### src/rtl/hazard_dest_tracker_pkg.sv
// hazard_dest_tracker_pkg
// Shared constants and types for the hazard destination tracker.
// Holds the register index width, the bubble encoding (Dest 0, WB_EN 0), the
// memory-wait FSM states and a one-hot helper used to build the pending mask.
package hazard_dest_tracker_pkg;

  // Register index width (16 architectural registers).
  localparam int unsigned REG_FILE_DEPTH = 4;
  localparam int unsigned NUM_REGS       = 1 << REG_FILE_DEPTH;

  typedef logic [REG_FILE_DEPTH-1:0] reg_idx_t;
  typedef logic [NUM_REGS-1:0]       reg_mask_t;

  // A bubble carries index 0 so no stale destination is ever visible.
  localparam reg_idx_t BUBBLE_DEST  = '0;
  localparam logic     BUBBLE_WB_EN = 1'b0;

  typedef enum logic [0:0] {
    StRun,
    StMemStall
  } mem_state_e;

  // One-hot of a destination, or zero when the entry does not write back.
  function automatic reg_mask_t dest_onehot(reg_idx_t dest, logic wb_en);
    return wb_en ? (reg_mask_t'(1) << dest) : '0;
  endfunction

endpackage

### src/rtl/hazard_dest_tracker_if.sv
// hazard_dest_tracker_if
// Bundles the ID-side request, pipeline controls and the per-stage destination
// outputs seen by the hazard detection unit.
//   master : pipeline controller (drives id_*, has_hazard, flush, mem_ready)
//   slave  : hazard_dest_tracker (drives id_accept, stage Dest/WB_EN, mask,
//            mem_wait, mem_timeout)
// Macro WB_TRACK_EN adds the WB_Dest / WB_WB_EN signals.
interface hazard_dest_tracker_if;
  import hazard_dest_tracker_pkg::*;

  logic      id_valid;
  logic      id_wb_en;
  reg_idx_t  id_dest;
  logic      has_hazard;
  logic      flush;
  logic      mem_ready;
  logic      id_accept;
  reg_idx_t  EXE_Dest;
  logic      EXE_WB_EN;
  reg_idx_t  MEM_Dest;
  logic      MEM_WB_EN;
  reg_mask_t pending_mask;
  logic      mem_wait;
  logic      mem_timeout;
`ifdef WB_TRACK_EN
  reg_idx_t  WB_Dest;
  logic      WB_WB_EN;
`endif

  modport master (
`ifdef WB_TRACK_EN
    input  WB_Dest, WB_WB_EN,
`endif
    output id_valid, id_wb_en, id_dest, has_hazard, flush, mem_ready,
    input  id_accept, EXE_Dest, EXE_WB_EN, MEM_Dest, MEM_WB_EN, pending_mask,
           mem_wait, mem_timeout
  );

  modport slave (
`ifdef WB_TRACK_EN
    output WB_Dest, WB_WB_EN,
`endif
    input  id_valid, id_wb_en, id_dest, has_hazard, flush, mem_ready,
    output id_accept, EXE_Dest, EXE_WB_EN, MEM_Dest, MEM_WB_EN, pending_mask,
           mem_wait, mem_timeout
  );

endinterface

### src/rtl/hazard_dest_tracker_dest_stage_reg.sv
// hazard_dest_tracker_dest_stage_reg
// One {Dest, WB_EN} pipeline stage register.
//   clk, rst         : clock, synchronous active-high reset (clears to bubble)
//   hold_i           : keep the current entry (highest priority after rst)
//   bubble_i         : load the bubble encoding
//   load_i           : load dest_i / wb_en_i
//   dest_o, wb_en_o  : registered entry
// With none of hold/bubble/load asserted the entry is kept.
module hazard_dest_tracker_dest_stage_reg
  import hazard_dest_tracker_pkg::*;
(
  input  logic     clk,
  input  logic     rst,
  input  logic     hold_i,
  input  logic     bubble_i,
  input  logic     load_i,
  input  reg_idx_t dest_i,
  input  logic     wb_en_i,
  output reg_idx_t dest_o,
  output logic     wb_en_o
);

  reg_idx_t dest_q, dest_d;
  logic     wb_en_q, wb_en_d;

  always_comb begin
    dest_d  = dest_q;
    wb_en_d = wb_en_q;
    if (hold_i) begin
      dest_d  = dest_q;
      wb_en_d = wb_en_q;
    end else if (bubble_i) begin
      dest_d  = BUBBLE_DEST;
      wb_en_d = BUBBLE_WB_EN;
    end else if (load_i) begin
      dest_d  = dest_i;
      wb_en_d = wb_en_i;
    end
  end

  always_ff @(posedge clk) begin
    if (rst) begin
      dest_q  <= BUBBLE_DEST;
      wb_en_q <= BUBBLE_WB_EN;
    end else begin
      dest_q  <= dest_d;
      wb_en_q <= wb_en_d;
    end
  end

  assign dest_o  = dest_q;
  assign wb_en_o = wb_en_q;

endmodule

### src/rtl/hazard_dest_tracker.sv
// hazard_dest_tracker
// Producer side of the hazard-check interface. Tracks the destination register
// and write-back enable of the instructions in EXE and MEM (and WB when the
// WB_TRACK_EN macro is defined), applying stall bubbles, branch flushes and
// memory-wait freezes, and reports a pending-write mask plus a watchdog.
//   clk, rst : clock, synchronous active-high reset
//   bus      : hazard_dest_tracker_if.slave (ID request, controls, stage outputs)
// Parameter MEM_TIMEOUT: consecutive mem_ready-low edges before mem_timeout.
// Macro WB_TRACK_EN: adds a WB stage register, WB_Dest / WB_WB_EN, and covers
// WB in pending_mask.
module hazard_dest_tracker
  import hazard_dest_tracker_pkg::*;
#(
  parameter int unsigned MEM_TIMEOUT = 64
) (
  input logic                  clk,
  input logic                  rst,
  hazard_dest_tracker_if.slave bus
);

  localparam int unsigned            CntWidth = $clog2(MEM_TIMEOUT + 1);
  localparam logic [CntWidth-1:0]    CntMax   = CntWidth'(MEM_TIMEOUT);

  // Pipeline controls. A freeze outranks flush and hazard.
  logic freeze;
  logic kill;
  logic advance;

  always_comb begin
    freeze  = ~bus.mem_ready;
    advance = bus.mem_ready;
    kill    = bus.mem_ready & (bus.flush | bus.has_hazard);
  end

  // A flushed instruction is consumed (and dropped); a hazard holds it in ID.
  assign bus.id_accept = bus.mem_ready & (bus.flush | (~bus.has_hazard & bus.id_valid));

  // Stage registers
  reg_idx_t exe_dest, mem_dest;
  logic     exe_wb_en, mem_wb_en;

  hazard_dest_tracker_dest_stage_reg u_exe_stage (
    .clk      (clk),
    .rst      (rst),
    .hold_i   (freeze),
    .bubble_i (kill),
    .load_i   (advance),
    .dest_i   (bus.id_dest),
    .wb_en_i  (bus.id_wb_en & bus.id_valid),
    .dest_o   (exe_dest),
    .wb_en_o  (exe_wb_en)
  );

  hazard_dest_tracker_dest_stage_reg u_mem_stage (
    .clk      (clk),
    .rst      (rst),
    .hold_i   (freeze),
    .bubble_i (1'b0),
    .load_i   (advance),
    .dest_i   (exe_dest),
    .wb_en_i  (exe_wb_en),
    .dest_o   (mem_dest),
    .wb_en_o  (mem_wb_en)
  );

`ifdef WB_TRACK_EN
  reg_idx_t wb_dest;
  logic     wb_wb_en;

  hazard_dest_tracker_dest_stage_reg u_wb_stage (
    .clk      (clk),
    .rst      (rst),
    .hold_i   (freeze),
    .bubble_i (1'b0),
    .load_i   (advance),
    .dest_i   (mem_dest),
    .wb_en_i  (mem_wb_en),
    .dest_o   (wb_dest),
    .wb_en_o  (wb_wb_en)
  );

  assign bus.WB_Dest  = wb_dest;
  assign bus.WB_WB_EN = wb_wb_en;
`endif

  assign bus.EXE_Dest  = exe_dest;
  assign bus.EXE_WB_EN = exe_wb_en;
  assign bus.MEM_Dest  = mem_dest;
  assign bus.MEM_WB_EN = mem_wb_en;

  // Pending-write scoreboard; OR makes duplicate destinations collapse.
  reg_mask_t pending;

  always_comb begin
    pending = dest_onehot(exe_dest, exe_wb_en) | dest_onehot(mem_dest, mem_wb_en);
`ifdef WB_TRACK_EN
    pending = pending | dest_onehot(wb_dest, wb_wb_en);
`endif
  end

  assign bus.pending_mask = pending;

  // Memory-wait FSM
  mem_state_e state_q, state_d;
  logic       mem_wait;

  always_ff @(posedge clk) begin
    if (rst) begin
      state_q <= StRun;
    end else begin
      state_q <= state_d;
    end
  end

  always_comb begin
    state_d = state_q;
    unique case (state_q)
      StRun:      if (!bus.mem_ready) state_d = StMemStall;
      StMemStall: if (bus.mem_ready)  state_d = StRun;
      default:    state_d = StRun;
    endcase
  end

  always_comb begin
    mem_wait = (state_q == StMemStall);
  end

  assign bus.mem_wait = mem_wait;

  // Watchdog: saturating count of consecutive mem_ready-low edges.
  logic [CntWidth-1:0] wait_cnt_q, wait_cnt_d;
  logic                timeout_q, timeout_d;

  always_comb begin
    wait_cnt_d = wait_cnt_q;
    if (bus.mem_ready) begin
      wait_cnt_d = '0;
    end else if (wait_cnt_q != CntMax) begin
      wait_cnt_d = wait_cnt_q + CntWidth'(1);
    end
    // Sticky: set on the edge the count reaches the limit.
    timeout_d = timeout_q | (wait_cnt_d == CntMax);
  end

  always_ff @(posedge clk) begin
    if (rst) begin
      wait_cnt_q <= '0;
      timeout_q  <= 1'b0;
    end else begin
      wait_cnt_q <= wait_cnt_d;
      timeout_q  <= timeout_d;
    end
  end

  assign bus.mem_timeout = timeout_q;

endmodule

### src/flat_wrapper.sv
// flat-port wrapper written by rule: the top's interface ports become plain ports
module hazard_dest_tracker_flat import hazard_dest_tracker_pkg::*;
#(
  parameter int unsigned MEM_TIMEOUT = 64
)
  (clk, rst, bus_id_valid, bus_id_wb_en, bus_id_dest, bus_has_hazard, bus_flush, bus_mem_ready, bus_id_accept, bus_EXE_Dest, bus_EXE_WB_EN, bus_MEM_Dest, bus_MEM_WB_EN, bus_pending_mask, bus_mem_wait, bus_mem_timeout);
  hazard_dest_tracker_if bus_i ();
  input logic clk;
  input logic rst;
  input wire logic [$bits(bus_i.id_valid)-1:0] bus_id_valid;
  input wire logic [$bits(bus_i.id_wb_en)-1:0] bus_id_wb_en;
  input wire logic [$bits(bus_i.id_dest)-1:0] bus_id_dest;
  input wire logic [$bits(bus_i.has_hazard)-1:0] bus_has_hazard;
  input wire logic [$bits(bus_i.flush)-1:0] bus_flush;
  input wire logic [$bits(bus_i.mem_ready)-1:0] bus_mem_ready;
  output wire logic [$bits(bus_i.id_accept)-1:0] bus_id_accept;
  output wire logic [$bits(bus_i.EXE_Dest)-1:0] bus_EXE_Dest;
  output wire logic [$bits(bus_i.EXE_WB_EN)-1:0] bus_EXE_WB_EN;
  output wire logic [$bits(bus_i.MEM_Dest)-1:0] bus_MEM_Dest;
  output wire logic [$bits(bus_i.MEM_WB_EN)-1:0] bus_MEM_WB_EN;
  output wire logic [$bits(bus_i.pending_mask)-1:0] bus_pending_mask;
  output wire logic [$bits(bus_i.mem_wait)-1:0] bus_mem_wait;
  output wire logic [$bits(bus_i.mem_timeout)-1:0] bus_mem_timeout;
  assign bus_i.id_valid = bus_id_valid;
  assign bus_i.id_wb_en = bus_id_wb_en;
  assign bus_i.id_dest = bus_id_dest;
  assign bus_i.has_hazard = bus_has_hazard;
  assign bus_i.flush = bus_flush;
  assign bus_i.mem_ready = bus_mem_ready;
  assign bus_id_accept = bus_i.id_accept;
  assign bus_EXE_Dest = bus_i.EXE_Dest;
  assign bus_EXE_WB_EN = bus_i.EXE_WB_EN;
  assign bus_MEM_Dest = bus_i.MEM_Dest;
  assign bus_MEM_WB_EN = bus_i.MEM_WB_EN;
  assign bus_pending_mask = bus_i.pending_mask;
  assign bus_mem_wait = bus_i.mem_wait;
  assign bus_mem_timeout = bus_i.mem_timeout;
  hazard_dest_tracker #(.MEM_TIMEOUT(MEM_TIMEOUT)) u_core (.clk(clk), .rst(rst), .bus(bus_i));
endmodule
### config.mk
export PLATFORM = sky130hd
export DESIGN_NAME = hazard_dest_tracker_flat
export DESIGN_NICKNAME = d
export VERILOG_FILES = /design/src/rtl/hazard_dest_tracker_pkg.sv /design/src/rtl/hazard_dest_tracker_if.sv /design/src/rtl/hazard_dest_tracker_dest_stage_reg.sv /design/src/rtl/hazard_dest_tracker.sv /design/src/flat_wrapper.sv
export SDC_FILE = /design/constraint.sdc
export NUM_CORES = 1
export LEC_CHECK = 0
export ABC_AREA = 1
export BUFFER_PORTS_ARGS = -buffer_cell sky130_fd_sc_hd__buf_4
export CORE_MARGIN = 10
export CORE_UTILIZATION = 35
export DETAILED_ROUTE_END_ITERATION = 8
export MAX_ROUTING_LAYER = met4
export PLACE_DENSITY = 0.63
export SLEW_MARGIN = 20
export SYNTH_ARGS = -nofsm -noshare
export SYNTH_HDL_FRONTEND = slang
export SYNTH_SLANG_ARGS = --single-unit
### constraint.sdc
create_clock -name clk -period 1.6 [get_ports clk]
set_input_delay 0.32 -clock clk [delete_from_list [all_inputs] [get_ports clk]]
set_output_delay 0.32 -clock clk [all_outputs]
set_load 0.02 [all_outputs]
**Word-level counts from Yosys, hierarchy flattened**

Index checks and enable logic that the tools add are counted.

- Add/sub/neg operators: 1
- Eq/ne operators: 2
- Shift-type cells: 2
- Mux-type cells: 7
- Bitwise gates (word level): 9

Operator list:

| operator | number |
|---|---|
| $mux 16 | 2 |
| $shl 1x4->16 const A | 2 |
| $or 16x16->16 | 1 |
| $mux 7 | 2 |
| $add 7x1->7 const B | 1 |
| $eq 7x7->1 const B | 1 |
| $ne 7x7->1 const B | 1 |
| $and 1x1->1 | 4 |
| $mux 4 | 1 |
| $or 1x1->1 | 3 |
| $mux 1 | 2 |
| $not 1->1 | 1 |

- Register bits: 19
- Bits of input ports: 11
- Output and inout bits: 29
- Word-level logic and storage cells: 28

**Depth between registers and ports, before layout**

Gate-level depths: netlist of run 1.

- Depth in word-level cells: 5
- Mapped depth: 11
- Gate-level depth less buffers: 11

**Hierarchy**

Synthesis of run 1 repeated with hierarchy kept, for this count alone.

- Cells, all modules: 194
- Area, all modules: 1,213.7 um^2

Modules (own cells, without submodules):

| module | instances | cells each | area each (um^2) |
|---|---|---|---|
| hazard_dest_tracker | 1 | 120 | 745.7 |
| hazard_dest_tracker_dest_stage_reg | 2 | 37 | 234.0 |

**Worst setup path after synthesis of run 1**

Ideal clock, no wire load.

- Path kind: reg-to-output
- From: reg u_core.u_mem_stage.wb_en_q (netlist: u_core.u_mem_stage.wb_en_o)
- To: out bus_pending_mask[10]
- Arrival time: 1,061 ps
- Data required time: 1,280 ps
- Slack: 219 ps
- Stages on the path, launching flop included: 3
- Buffers on the path: 0
- Cell sequence: dfxtp_1 -> nand2_1 -> o22ai_1

- Longest elaborated chain between the ends: 2

Ends and longest elaborated chain:

| item | line | text |
|---|---|---|
| from (decl) | hazard_dest_tracker_dest_stage_reg.sv:24 | `logic wb_en_q, wb_en_d;` |
| from (signal assigned) | hazard_dest_tracker_dest_stage_reg.sv:47 | `wb_en_q <= wb_en_d;` |
| $mux 16 | hazard_dest_tracker_pkg.sv:25 | `return wb_en ? (reg_mask_t'(1) << dest) : '0;` |
| $or 16x16->16 | hazard_dest_tracker.sv:95 | `pending = dest_onehot(exe_dest, exe_wb_en) \| dest_onehot(mem_dest, mem_wb_en);` |
| to (decl) | flat_wrapper.sv:21 | `output wire logic [$bits(bus_i.pending_mask)-1:0] bus_pending_mask;` |

Every way passes these cells.

**Worst setup path after layout of run 1**

- From: reg u_core.u_mem_stage.dest_q[1] (netlist: u_core.u_mem_stage.dest_o[1])
- To: out bus_pending_mask[12]

- Longest elaborated chain between the ends: 3

Ends and longest elaborated chain:

| item | line | text |
|---|---|---|
| from (decl) | hazard_dest_tracker_dest_stage_reg.sv:23 | `reg_idx_t dest_q, dest_d;` |
| from (signal assigned) | hazard_dest_tracker_dest_stage_reg.sv:46 | `dest_q <= dest_d;` |
| $shl 1x4->16 | hazard_dest_tracker_pkg.sv:25 |  |
| $mux 16 | hazard_dest_tracker_pkg.sv:25 |  |
| $or 16x16->16 | hazard_dest_tracker.sv:95 |  |

Every way passes these cells.

==> flow_metrics.env, run 1 <==
export IMPL_syn_inst=146
export IMPL_root_buffer="clkbuf_4"
export IMPL_cp_slowest_stage_delay_ps=360
export IMPL_dpl_hpwl_mm=2.47
export IMPL_worst_pin_slew_ps=370
export IMPL_drt_initial_drc_count=131
export IMPL_final_setup_viol_count=0
export IMPL_ys_warn_count=0
export IMPL_mostFrequentLayoutCells="38 x buf_4, 18 x nand3_1, 18 x o22ai_1"
export IMPL_place_gp_congestion=0.895
export IMPL_grt_pass1_wl_mm=4.91
export IMPL_num_vias=1166
export IMPL_fin_total_pwr_mw=0.820
export IMPL_ys_top_cells_by_area="dfxtp_1 37%, o22ai_1 15%, nand3_1 11%"
export IMPL_grt_max_degree=12
export IMPL_fin_setup_tns_ps=0
export IMPL_postCtsHoldBufs=0
export IMPL_ant_nets=0
export IMPL_hold_path_startpoint="rst"
export IMPL_period_share=0.979
export IMPL_grt_pass1_vias=1072
export IMPL_rr_startpoint="u_core.wait_cnt_q[1]"
export IMPL_ys_seq_area_frac=0.375
export IMPL_leakagePower_nw=0.626
export IMPL_syn2layout_area_growth_pct=46.6
export IMPL_rsz0062_at_grt="yes"
export IMPL_setup_ws_ps=33.5
export IMPL_r2r_slack_ps=190
export IMPL_final_common_cell="buf_4"
export IMPL_fmax_mhz=638
export IMPL_drc=0
export IMPL_cts_sinks=19
export IMPL_yosysUniqueCellTypes=20
export IMPL_hold_viol=0
export IMPL_post_place_ws_ps=215
export IMPL_path_class="reg2out"
export IMPL_wl_per_cell_um=14.6
export IMPL_layout_drive_gt1_share=0.422
export IMPL_finalWirelength_mm=3.18
export IMPL_cp_data_required_time_ps=1280
export IMPL_post_cts_buffers=0
export IMPL_insertion_delay_ps=290
export IMPL_antenna_found_initial=0
export IMPL_pin_count=40
export IMPL_power_density_nw_per_um2=551
export IMPL_maxCapViolations=0
export IMPL_cpMaxStageDelayCell="dfxtp_2"
export IMPL_portBuffers=39
export IMPL_initial_core_util=0.368
export IMPL_path_buf_inv=2
export IMPL_status="completed"
export IMPL_critPathCaptureType="output pin"
export IMPL_die_y_um=73.8
export IMPL_design_die_area_um2=5450
export IMPL_core_area_um2=2760
export IMPL_groute_usage_overall=0.113
export IMPL_syn_area_um2=1010
export IMPL_ir_drop_mv=0.512
export IMPL_synth_top_area_cell="dfxtp_1"
export IMPL_relSlewSlack=0.753
export IMPL_yosysTopAreaCellShare=0.375
export IMPL_drv_slew=0
export IMPL_die_x_um=73.8
export IMPL_avgViaCountPerCell=5.35
export IMPL_crit_arrival_ps=1250
export IMPL_h_tree_depth=1
export IMPL_core_rowCount=19
export IMPL_synth_seq_cells=19
export IMPL_crit_path_cell_trace="inv_2 -> nand3_1 -> o22ai_1 -> buf_4"
export IMPL_period_minus_slack_ps=1570
export IMPL_worst_clock_skew_ps=4.41
export IMPL_nets=201
export IMPL_post_route_util=0.539
export IMPL_syn_nets=159
export IMPL_crit_family="flip-flops"
export IMPL_hold_path_class="in2reg"
export IMPL_cts_tree="yes"
export IMPL_grt_ovfl_total=0
export IMPL_path_clk_slew_ps=100
export IMPL_clk_path_buf_depth=2
export IMPL_startpoint="u_core.u_mem_stage.dest_o[1]"
export IMPL_crit_fanout=6
export IMPL_cp_start_kind="flip-flop"
export IMPL_n_antenna_cell=0
export IMPL_numCtsBuffers=3
export IMPL_avgSynthCellArea_um2=6.95
export IMPL_drt_pass1_iter_count=4
-- worst register-to-register path, cell delays in order (launching register included) --
cell	delay, ps
dfxtp_1	370
ha_1	220
nand2_2	80
clkinv_1	110
nand3_1	90
nand2_1	70
nand2_1	60
nand2_1	50
nor2_1	130
nand2_1	80
a21oi_2	100
-- power breakdown --
group / internal [mW] / switching, mW
logic: 0.0416 / 0.0548
clock network: 0.0969 / 0.137
registers: 0.478 / 0.0122
total: 0.616 / 0.204
-- Yosys cell counts --
cell / number
nor3_1: 2
nand3_1: 22
a21oi_1: 2
o21bai_1: 1
nand2_1: 20
inv_1: 25
buf_2: 2
nor2_2: 1
nor2_1: 13
nand4_1: 5
clkinv_1: 1
a21oi_2: 1
dfxtp_1: 19
o22ai_1: 25
a211oi_1: 1
nand2_2: 1
o21ai_0: 1
nand3_2: 1
xnor2_1: 1
ha_1: 2
-- cell families (layout without fill, tap and decap cells) --
| kind of cell | count (synthesis) | after routing | synth area share |
|---|---|---|---|
| and+or+nand+nor | 65 | 65 | 0.293 |
| DFF | 19 | 19 | 0.375 |
| AOI/OAI and AO/OA | 31 | 31 | 0.192 |
| buffers and inverters | 28 | 69 | 0.106 |
| adders and majority gates | 2 | 2 | 0.0247 |
| xor gates and xnor gates | 1 | 1 | 0.00863 |
-- layer usage --
layer  routed length (um)  up-vias  part of all wire  GRT usage
li1                     -      591                 -          -
met5                    0        -                 0          -
met2                 1470       42              0.46      0.165
met4                   17        0            0.0053     0.0497
met3                  251        2             0.079     0.0363
met1                 1440      531              0.45      0.139
-- registers in the layout, summed over array words and instances, names as in the netlist --
register and cells:
u_core.wait_cnt_q 7, u_core.u_exe_stage.dest_o 4, u_core.u_mem_stage.dest_o 4, u_core.bus.mem_timeout 1
u_core.bus.mem_wait 1, u_core.u_exe_stage.wb_en_o 1, u_core.u_mem_stage.wb_en_o 1
-- final cells by class --
type                       instances  area, um2
clock buffer                       4       26.3
fill                             277       1270
inverter                          26        105
multi-input combinational         99        621
sequential                        19        400
tap                               31       38.8
timing repair buffer              39        297
-- stage by stage --
stage	cells	area [um2]	hold WS, ps
after floorplan	146	1010	398
after global placement	214	1340	450
after detailed placement	214	1340	455
after CTS	218	1370	216
after global routing	218	1490	199
final	218	1490	225
-- timing repair --
item                       CTS  global route
setup endpoints to repair   14            17
pin swaps                    0             2
resized for setup            8            36
-- final timing paths --
| check | end | cells past startpoint |
|---|---|---|
| max | bus_pending_mask[12] | 4 |
| min | u_core.bus.mem_timeout | 2 |
| max reg2reg | u_core.bus.mem_timeout | 10 |
| min reg2reg | u_core.bus.mem_timeout | 2 |
Power figures use the tool's default switching activity.
==> inputs of run 2 (changes only) <==
ABC_CLOCK_PERIOD_IN_PS = 1600   (was unset)
CELL_PAD_IN_SITES_DETAIL_PLACEMENT = 2   (was unset)
CELL_PAD_IN_SITES_GLOBAL_PLACEMENT = 2   (was unset)
CORE_UTILIZATION = 24   (was 35)
GPL_ROUTABILITY_DRIVEN = 1   (was unset)
PLACE_DENSITY = 0.78   (was 0.63)
==> flow_metrics.env, run 2 (synthesis gave the netlist of run 1 again) <==
export IMPL_nFillCells=488
export IMPL_place_gp_congestion=0.786
export IMPL_gr_usage_met3=0.0163
export IMPL_core_area_um2=4060
export IMPL_antenna_found_initial=0
export IMPL_post_place_ws_ps=54.2
export IMPL_critPathCaptureType="output pin"
export IMPL_grtUsageMet1=0.138
export IMPL_groute_usage_overall=0.113
export IMPL_drv_slew=0
export IMPL_relSlewSlack=0.762
export IMPL_insertion_delay_ps=250
export IMPL_top_register="u_core.wait_cnt_q"
export IMPL_largest_register_ffs=7
export IMPL_avgViaCountPerCell=4.97
export IMPL_die_y_um=85.0
export IMPL_ff_latch_area_um2=393
export IMPL_pwr_share_comb=0.111
export IMPL_hold_worst_slack_ps=269
export IMPL_leakagePower_nw=0.610
export IMPL_path_clk_slew_ps=70
export IMPL_p_seq_frac=0.531
export IMPL_drt_pass1_iter_count=3
export IMPL_worst_pin_slew_ps=357
export IMPL_use_met2=0.189
export IMPL_power_density_nw_per_um2=627
export IMPL_wl_per_cell_um=17.5
export IMPL_drc=0
export IMPL_multiInputGateArea_um2=556
export IMPL_final_setup_viol_count=0
export IMPL_clk_path_buf_depth=2
export IMPL_h_tree_depth=1
export IMPL_grt_ovfl_total=0
export IMPL_drt_initial_drc_count=56
export IMPL_grt_max_degree=12
export IMPL_rsz0062_at_grt="yes"
export IMPL_fmax_mhz=637
export IMPL_grt_pass1_wl_mm=6.69
export IMPL_root_buffer="clkbuf_8"
export IMPL_cts_sinks=19
export IMPL_status="completed"
export IMPL_busiest_layer="met2"
export IMPL_hold_viol=0
export IMPL_pin_count=40
export IMPL_initial_core_util=0.250
export IMPL_finalWirelength_mm=4.22
export IMPL_numCtsBuffers=3
export IMPL_ir_drop_mv=0.367
export IMPL_hold_path_class="in2reg"
export IMPL_fin_total_pwr_mw=0.926
export IMPL_postCtsHoldBufs=0
export IMPL_core_rowCount=23
export IMPL_grt_pass1_vias=1314
export IMPL_dp_cells=233
export IMPL_switching_share=0.243
export IMPL_nets=205
export IMPL_finalInstanceArea_um2=1480
export IMPL_setup_ws_ps=31.4
export IMPL_switching_power_mw=0.225
export IMPL_finalNonFillerCells=241
export IMPL_portBuffers=39
export IMPL_mostFrequentLayoutCells="43 x buf_4, 22 x nand3_1, 22 x o22ai_1"
export IMPL_layout_drive_gt1_share=0.377
export IMPL_pwr_share_clk=0.359
export IMPL_cts_tree="yes"
export IMPL_n_antenna_cell=0
export IMPL_maxCapViolations=0
export IMPL_crit_arrival_ps=1250
export IMPL_syn2layout_area_growth_pct=45.5
export IMPL_num_vias=1197
export IMPL_period_minus_slack_ps=1570
export IMPL_placed_area_um2=1360
export IMPL_period_share=0.980
export IMPL_final_common_cell="buf_4"
export IMPL_dpl_hpwl_mm=3.36
export IMPL_intPower_mw=0.701
export IMPL_design_die_area_um2=7230
export IMPL_cp_start_kind="flip-flop"
export IMPL_worst_clock_skew_ps=0.907
export IMPL_path_class="reg2out"
export IMPL_cp_data_required_time_ps=1280
export IMPL_die_x_um=85.0
export IMPL_crit_fanout=6
export IMPL_ant_nets=0
[run 2: cell types whose count changed in the layout (fill, tap and decap cells not counted), sizes merged]
cell / previous run / this run
buf: 39 / 43
[run 2: power by group through the flow]
stage,Sequential [mW],Clock [mW],Combinational (mW)
2_1_floorplan,0.506,0,0.0443
3_3_place_gp,0.501,0,0.0941
3_5_place_dp,0.502,0,0.0981
4_1_cts,0.491,0.349,0.0994
5_1_grt,0.493,0.374,0.115
6_report,0.492,0.332,0.102
[run 2: per-layer routing]
layer / up-vias / wire length [um]
met2: 28 / 2090
li1: 595 / -
met5: - / 0
met4: 0 / 31
met3: 4 / 114
met1: 570 / 1980
[run 2: worst paths after layout]
kind	from	to	slack [ps]	cells past startpoint
max	u_core.u_exe_stage.dest_o[0]	bus_pending_mask[14]	30	4
min	bus_mem_ready	u_core.wait_cnt_q[1]	270	2
max reg2reg	u_core.wait_cnt_q[0]	u_core.bus.mem_timeout	140	10
min reg2reg	u_core.bus.mem_timeout	u_core.bus.mem_timeout	470	2
[run 2: area by class of cell]
cell class | instances | area share
Multi-Input combinational cell | 99 | 0.376
Inverter | 26 | 0.0661
Sequential cell | 19 | 0.266
Timing Repair Buffer | 43 | 0.219
Tap cell | 50 | 0.0424
Clock buffer | 4 | 0.0305
[run 2: worst max-delay path, stage by stage, from the launching register on]
cell	delay, ps
dfxtp_1	370
inv_2	130
nand3_1	150
o22ai_1	180
buf_4	170
[run 2: through the flow]
step | utilization | TNS (ps)
floorplan | - | 0
global placement | 0.335 | 0
detailed placement | 0.335 | 0
CTS | 0.348 | -20.6
global route | 0.364 | -54.4
finish | 0.364 | 0
[run 2: what timing repair did]
item,4_1_cts,5_1_grt
setup buffers,0,4
pin swaps,0,1
resized for setup,6,17
endpoints found under the setup margin,9,17
